$ cat src/rtl/spm_seq.sv
`default_nettype none
// ============================================================================
// Module  : spm_seq
// Brief   : Operand sequencer and product deserialiser for the SPM multiplier.
// Revision: 1.0
// ============================================================================
module spm_seq #(
    parameter int N       = 8,
    parameter int SPM_LAT = 0
) (
    input  logic           clk,
    input  logic           rst,
    input  logic           start,
    input  logic [N-1:0]   a,
    input  logic [N-1:0]   b,
    output logic           busy,
    output logic           done,
    output logic [2*N-1:0] product,
    output logic           spm_clr,
    output logic [N-1:0]   spm_x,
    output logic           spm_y,
    input  logic           spm_p
);

    localparam int CW = $clog2(2*N + SPM_LAT + 1);
    localparam logic [CW-1:0] C_LAST = CW'(2*N + SPM_LAT - 1);
    localparam logic [CW-1:0] C_LAT  = CW'(SPM_LAT);
    localparam logic [CW-1:0] C_ONE  = CW'(1);

    typedef enum logic [1:0] {
        ST_IDLE  = 2'd0,
        ST_CLEAR = 2'd1,
        ST_SHIFT = 2'd2
    } state_t;

    state_t         state_q, state_d;
    logic [CW-1:0]  cnt_q,   cnt_d;
    logic [N-1:0]   mul_q,   mul_d;
    logic [N-1:0]   x_q,     x_d;
    logic [2*N-1:0] cap_q,   cap_d;
    logic [2*N-1:0] prod_q,  prod_d;
    logic           done_q,  done_d;

    logic           cap_en;
    logic [2*N-1:0] cap_shift;

    // Product bits arrive LSB first, so new bits enter at the top and the
    // register shifts right; after 2N captures bit 0 is the first sample.
    assign cap_shift = {spm_p, cap_q[2*N-1:1]};

    // Samples taken before the SPM pipeline has produced bit 0 are discarded.
    if (SPM_LAT == 0) begin : g_nolat
        assign cap_en = 1'b1;
    end else begin : g_lat
        assign cap_en = (cnt_q >= C_LAT);
    end

    always_ff @(posedge clk) begin
        if (!rst) begin
            state_q <= ST_IDLE;
            cnt_q   <= '0;
            mul_q   <= '0;
            x_q     <= '0;
            cap_q   <= '0;
            prod_q  <= '0;
            done_q  <= 1'b0;
        end else begin
            state_q <= state_d;
            cnt_q   <= cnt_d;
            mul_q   <= mul_d;
            x_q     <= x_d;
            cap_q   <= cap_d;
            prod_q  <= prod_d;
            done_q  <= done_d;
        end
    end

    always_comb begin
        state_d = state_q;
        cnt_d   = cnt_q;
        mul_d   = mul_q;
        x_d     = x_q;
        cap_d   = cap_q;
        prod_d  = prod_q;
        done_d  = 1'b0;
        case (state_q)
            ST_IDLE: begin
                if (start) begin
                    x_d     = a;
                    mul_d   = b;
                    cap_d   = '0;
                    state_d = ST_CLEAR;
                end
            end
            ST_CLEAR: begin
                cnt_d   = '0;
                state_d = ST_SHIFT;
            end
            ST_SHIFT: begin
                mul_d = mul_q >> 1;
                cnt_d = cnt_q + C_ONE;
                if (cap_en) begin
                    cap_d = cap_shift;
                end
                if (cnt_q == C_LAST) begin
                    prod_d  = cap_shift;
                    done_d  = 1'b1;
                    state_d = ST_IDLE;
                end
            end
            default: begin
                state_d = ST_IDLE;
            end
        endcase
    end

    assign busy    = (state_q != ST_IDLE);
    assign done    = done_q;
    assign product = prod_q;
    assign spm_clr = (state_q == ST_CLEAR);
    assign spm_x   = x_q;
    // Multiplier register zero-fills, so bits past N are naturally 0.
    assign spm_y   = (state_q == ST_SHIFT) & mul_q[0];

endmodule
`default_nettype wire

$ cat config.mk
export PLATFORM = sky130hd
export DESIGN_NAME = spm_seq
export DESIGN_NICKNAME = d
export VERILOG_FILES = /design/src/rtl/spm_seq.sv
export SDC_FILE = /design/constraint.sdc
export NUM_CORES = 1
export LEC_CHECK = 0
export CAP_MARGIN = 5
export CELL_PAD_IN_SITES_DETAIL_PLACEMENT = 1
export CELL_PAD_IN_SITES_GLOBAL_PLACEMENT = 1
export CORE_ASPECT_RATIO = 0.6
export CORE_MARGIN = 2
export CORE_UTILIZATION = 33
export DETAILED_ROUTE_END_ITERATION = 10
export PLACE_DENSITY = 0.75
export SKIP_LAST_GASP = 1
export SLEW_MARGIN = 30
export SYNTH_ARGS = -nofsm -noshare
export SYNTH_HDL_FRONTEND = slang
export SYNTH_SLANG_ARGS = --single-unit
export TNS_END_PERCENT = 20
$ cat constraint.sdc
create_clock -name clk -period 1.9 [get_ports clk]
set_clock_uncertainty 0.2 [all_clocks]
set_input_delay 0.38 -clock clk [delete_from_list [all_inputs] [get_ports clk]]
set_output_delay 0.38 -clock clk [all_outputs]
set_load 0.02 [all_outputs]
==> insert_results.sql <==
INSERT INTO impl_metrics (metric_group, metric, value, unit) VALUES
('outcome', 'run_status', 'complete, no violations', ''),
('sta', 'finalSetupTns', '0', 'ns'),
('clock_network', 'cts-root-buf', 'sky130_fd_sc_hd__clkbuf_8', ''),
('power', 'power.switching', '621', 'uW'),
('synthesis', 'synth_common_cells', 'sky130_fd_sc_hd__dfxtp_1, sky130_fd_sc_hd__nand2_1, sky130_fd_sc_hd__a21oi_1, sky130_fd_sc_hd__nor2_1, sky130_fd_sc_hd__a32oi_1', ''),
('cells_and_area', 'final_net_count', '318', ''),
('placement', 'dp_cells', '369', ''),
('power', 'combPwrFrac', '16.4', '%'),
('synthesis', 'number_of_flops_mapped_to_enable_cells_by_yosys', '0', ''),
('critical_path', 'reg_to_reg_start', 'state_q[0]', ''),
('synthesis', 'yosys-top-cells-area', 'sky130_fd_sc_hd__dfxtp_1, sky130_fd_sc_hd__nand2_1, sky130_fd_sc_hd__a21oi_1', ''),
('synthesis', 'syn_area', '2180', 'um^2'),
('die', 'number_of_top_level_pins', '48', ''),
('critical_path', 'critPathKind', 'reg -> out', ''),
('die', 'die_width', '109', 'um'),
('routing', 'drc_violations', '0', ''),
('die', 'design.die.area', '7300', 'um^2'),
('sta', 'tightest_slew', '0.283', 'ns'),
('critical_path', 'critPathArrivalTime', '1.29', 'ns'),
('grt', 'grt_start_max_net_pins', '28', ''),
('power', 'report.power.total', '2420', 'uW'),
('power', 'pwr-share-seq', '50.2', '%'),
('sta', 'setup-violations-final', '0', ''),
('routing', 'num_vias', '1854', ''),
('sta', 'period_minus_slack', '1.87', 'ns'),
('synthesis', 'synthDominantCellAreaShare', '50.5', '%'),
('routing', 'post_drt_wl_per_cell', '13.9', 'um'),
('die', 'design.core.area', '6250', 'um^2'),
('routing', 'total_detailed_routing_wirelength', '5.25', 'mm'),
('grt', 'grt_antenna_before_repair', '0', ''),
('cells_and_area', 'signed_area_change_from_the_synthesized_netlist_to_the_final_layout', '33.0', '%'),
('cells_and_area', 'fin_cells', '378', ''),
('power', 'peakVddDrop', '0.441', 'mV'),
('worst_hold_path', 'min_from', 'spm_x[7]', ''),
('sta', 'fmax', '534', 'MHz'),
('power', 'switching_share', '25.7', '%'),
('sta', 'final_max_slew_viol_count', '0', ''),
('worst_hold_path', 'min_to', 'spm_x[7]', ''),
('synthesis', 'synth_cells', '243', ''),
('synthesis', 'syn-mean-instance-area', '8.98', 'um^2'),
('synthesis', 'mapped_nets', '268', ''),
('sta', 'relSlewSlack', '81.1', '%'),
('clock_network', 'cts-htree-levels', '2', ''),
('power', 'p_int', '1800', 'uW'),
('cells_and_area', 'n_antenna_cell', '0', ''),
('critical_path', 'setup.worst_path.start_class', 'register', ''),
('cells_and_area', 'drive_gt1_share', '11.9', '%'),
('grt', 'grt_first_pass_wirelength', '8.87', 'mm'),
('sta', 'timing.final.hold_violations', '0', ''),
('clock_network', 'cts_sinks', '55', ''),
('clock_network', 'tritoncts', 'done', ''),
('critical_path', 'nature_of_the_critical_path_endpoint', 'primary output', ''),
('cells_and_area', 'fin_util', '46.5', '%'),
('routing', 'detail_route.first_pass.iterations', '4', ''),
('critical_path', 'critPathMaxFanout', '2', ''),
('synthesis', 'synth_largest_area_cell', 'sky130_fd_sc_hd__dfxtp_1', ''),
('critical_path', 'crit-reg2reg-capture', 'mul_q[0]', ''),
('flow_run', 'drv_cap', '0', ''),
('synthesis', 'synth_async_sr_flop_share', '0', '%'),
('clock_network', 'post_cts_setup_buffers', '0', ''),
('routing', 'viasPerCell', '4.90', ''),
('placement', 'gp_congestion', '0.716', ''),
('synthesis', 'synth.ff_latch_count', '55', ''),
('clock_network', 'cts-buffers-inserted', '5', ''),
('synthesis', 'netlist-cell-type-count', '33', ''),
('worst_hold_path', 'hold_depth', '2', ''),
('placement', 'detailed_place_hpwl', '3.69', 'mm'),
('die', 'floorplan.rows', '22', ''),
('die', 'initial_utilization', '34.9', '%'),
('synthesis', 'ys_warn_count', '0', ''),
('worst_hold_path', 'hold_class', 'reg -> reg', '');
-- layout make-up --
cell class / count / area (um^2)
well taps: 84 / 105
flip-flops and latches: 55 / 1100
inverters: 6 / 22.5
clock inverters: 2 / 35.0
fillers: 737 / 3350
repair buffers: 59 / 593
multi-input cells: 166 / 963
clock buffers: 6 / 82.6
-- logic make-up after synthesis --
kind of cell | count (synthesis) | share of synthesized area [%]
and+or+nand+nor | 94 | 18.4
adders and majority gates | 5 | 2.87
buffers and inverters | 23 | 6.25
muxes | 9 | 4.53
AOI/OAI and AO/OA | 57 | 17.5
DFF | 55 | 50.5
-- how the worst max path moves through the flow --
stage,start,to,slack [ns]
6_report,state_q[0],spm_clr,0.03
5_1_grt,state_q[1],busy,-0.05
4_1_cts,state_q[0],spm_y,-0.11
3_5_place_dp,cnt_q[0],product[11],-0.05
3_3_place_gp,cnt_q[0],product[1],0.03
2_1_floorplan,state_q[0],spm_y,0.06
-- per-stage QoR --
step	worst slack [ns]	area, um^2	hold slack, ns
floorplan	0.0623	2180	0.232
global placement	0.0281	2770	0.242
detailed placement	-0.0487	2770	0.248
CTS	-0.106	2890	0.261
global route	-0.0484	2900	0.289
finish	0.0257	2900	0.260
-- cells in the final DEF (no fill, tap or decap), drive strengths merged, types with 4 or more instances in the layout --
master / n
clkbuf: 7
a21oi: 30
ha: 5
dfxtp: 55
buf: 12
inv: 6
nand3: 4
nand2: 55
a32oi: 15
and2: 4
clkdlybuf4s50: 44
a211oi: 8
nor2: 23
mux2i: 8
-- state kept, by name, summed over array words and instances, names as in the netlist --
name / flops
product: 16
cap_q: 15
mul_q: 8
spm_x: 8
cnt_q: 5
state_q: 2
done: 1
-- routing by layer --
metal  vias to the layer above  GRT usage (%)  routed length (um)
li1                        935              -                   -
met1                       884           20.8                2700
met2                        29           25.5                2300
met3                         6           4.60                 226
met4                         0           2.40                  25
met5                         -              0                   0
-- power groups by stage --
stage	Combinational [uW]	Clock [uW]	Sequential [uW]
detailed placement	391	0	1240
floorplan	231	0	1250
finish	396	808	1220
CTS	390	827	1220
global placement	382	0	1240
global route	438	883	1220
-- critical path, stage by stage (launching register included) --
cell,delay (ns)
sky130_fd_sc_hd__dfxtp_1,0.33
sky130_fd_sc_hd__buf_4,0.13
sky130_fd_sc_hd__ha_1,0.20
sky130_fd_sc_hd__dlygate4sd2_1,0.33
-- repair_timing --
item | in CTS | in global routing
hold buffers | 0 | 0
setup endpoints to repair | 20 | 31
gates resized for setup | 6 | 4
gates cloned | 0 | 1
No activity file was read; power rests on OpenSTA's default activity.
==> patch: new RTL, same flow settings <==
Change the parameter `SPM_LAT` from 0 to 1.
--- a/src/rtl/spm_seq.sv
+++ b/src/rtl/spm_seq.sv
@@ -6,7 +6,7 @@
 // ============================================================================
 module spm_seq #(
     parameter int N       = 8,
-    parameter int SPM_LAT = 0
+    parameter int SPM_LAT = 1
 ) (
     input  logic           clk,
     input  logic           rst,
Formal check against the unedited RTL: same outputs for any inputs over 10 cycles, from zero or initial values and one cycle with rst low; that may be too few to reach the edited logic, so the function may still have changed.
==> patch against the unedited design <==
- non-clock buffer count rose by 9
- worst setup slack better by 0.0093 ns
- synthesized cell count down 5.3%
- largest cell class unchanged
- area after synthesis grew 2.8%
- count of clock-buffer cells in the layout did not move
- cell area up 8.3%
- wire length up 12%
- die area up 2.7%
- sequential cell count unchanged
Power is not compared: it rests on default switching activity, and its combinational part moved more than twofold at a synthesized area within 25%.
==> patch: results (changes against the unedited design) <==
* Status: finished, final reports clean (unchanged)
* Synth top cells by count: dfxtp_1 (55), nand2_1 (55), mux2i_1 (25) (was dfxtp_1 (55), nand2_1 (55), a21oi_1 (30))
* H-tree depth at 2 (unchanged)
* Synth warnings at 0 (unchanged)
* Synth cell types at 26 (was 33)
* First-pass GRT wire length at 9140 um (was 8870 um)
* RR Startpoint: state_q[0] (unchanged)
* WP data arrival at 1.29 ns (about the same)
* Avg Vias per Cell at 4.86 (was 4.90)
* Max FFs per register at 16 (unchanged)
* GRT Util Overall at 15.5% (was 15.6%)
* Vias in the first global route at 1853 (was 1882)
* Nets at 319 (was 318)
* CP startpoint: state_q[1] (was state_q[0])
* Share of layout cells above drive strength 1 at 14.7% (was 11.9%)
* Syn nets at 257 (was 268)
* Sequential share of the synthesized area at 49.1% (was 50.5%)
* Placement Cell Area at 0.00290 sq mm (was 0.00277 sq mm)
* Antenna violations before repair at 0 (unchanged)
* ANT cells at 0 (unchanged)
* Asr flop ratio synth at 0% (unchanged)
* DRT iter0 DRCs at 55 (was 60)
* Clock Tree Buf Depth at 2 (unchanged)
* Lkg Pwr at 1.19 nW
* Peak supply drop at 0.000374 V
* Routed WL at 5880 um (was 5250 um)
* Reg clk slew, reported paths at 0.07 ns (was 0.10 ns)
* Max FO, Critical Path at 3 (was 2)
* Critical Path End: spm_clr (unchanged)
* Top area cells in the synthesized netlist: dfxtp_1 (49%), mux2i_1 (11%), nand2_1 (9.2%) (was dfxtp_1 (50%), nand2_1 (9.5%), a21oi_1 (6.9%))
* Port Buffers at 47 (unchanged)
* Largest net degree at the start of global routing at 22 (was 28)
* Post-placement worst setup slack at -0.119 ns (was -0.0487 ns)
* Syn_area_per_cell at 9.75 sq um (was 8.98 sq um)
* Clk_lat worst skew at 0.29 ns (was 0.31 ns)
* Setup violations, final at 0 (unchanged)
* Worst-case reg-to-reg path depth at 7 (was 6)
* DR vias at 1847 (was 1854)
* GP Congestion at 0.756 (was 0.716)
* Worst-Margin Slew at 0.465 ns (was 0.283 ns)
* HPWL Detailed at 3920 um (was 3690 um)
* HP Start: spm_x[7] (unchanged)
* Placed Cells incl. Taps at 367 (was 369)
* Fill count at 750 (was 737)
* Worst min path class: flip-flop to flip-flop (unchanged)
* CTS buffer count at 5 (unchanged)
* Worst R2R End: cap_q[3] (was mul_q[0])
* Flop2flop setup slack at 0.06 ns (was 0.04 ns)
* TritonRoute pass-1 iters at 4 (unchanged)
* Setup slack after layout at 0.0350 ns (was 0.0257 ns)
* Synth Flop Type: dfxtp_1 (unchanged)
* CTS root buffer: clkbuf_16 (was clkbuf_8)
## patch: critical path, stage by stage (launching register included)
cell	delay, ns
dfxtp_2	0.33
inv_1	0.09
ha_1	0.24
clkdlybuf4s15_1	0.33
## patch: repair_timing
action                                  CTS  global route
gates cloned                              0             1
setup buffers                             0             4
pin swaps                                 0             0
resized for setup                         9             8
endpoints found under the setup margin   25            36
## patch: per-layer routing
metal | wire (um) | track usage [%]
met4 | 79 | 4.38
met2 | 2770 | 26.9
met3 | 225 | 3.45
met1 | 2800 | 19.8
met5 | 0 | 0
## patch: final cells by class
| type | count | area [sq um] | area share (%) |
|---|---|---|---|
| clock inverter | 2 | 35.0 | 1.11 |
| timing repair buffer | 68 | 677 | 21.5 |
| clock buffer | 6 | 139 | 4.42 |
| sequential | 55 | 1100 | 35.1 |
| tap | 87 | 109 | 3.46 |
| inverter | 8 | 30.0 | 0.955 |
| multi-input combinational | 154 | 1050 | 33.4 |
## patch: worst min path at each step
stage	end	slack, ns	depth (start not counted)
6_report	spm_x[7]	0.26	2
5_1_grt	spm_x[7]	0.28	2
4_1_cts	spm_x[7]	0.26	2
3_5_place_dp	spm_x[7]	0.25	2
3_3_place_gp	spm_x[6]	0.24	2
2_1_floorplan	mul_q[7]	0.23	2
## patch: kinds of logic (layout without fill, tap and decap cells)
logic type / after synthesis / in the layout / synth area share (%)
AND/OR/NAND/NOR: 79 / 79 / 16.3
flip-flops: 55 / 55 / 49.1
AO/OA/AOI/OAI: 39 / 39 / 13.1
multiplexers: 26 / 26 / 11.7
buffers and inverters: 21 / 84 / 4.85
adder cells (fa/ha/maj): 7 / 7 / 3.90
XOR/XNOR: 3 / 3 / 1.17
## patch: power by group
group          internal (mW)  switching [mW]
sequential              1.26          0.0566
clock                  0.656           0.405
combinational          0.588           0.648
total                   2.50            1.11
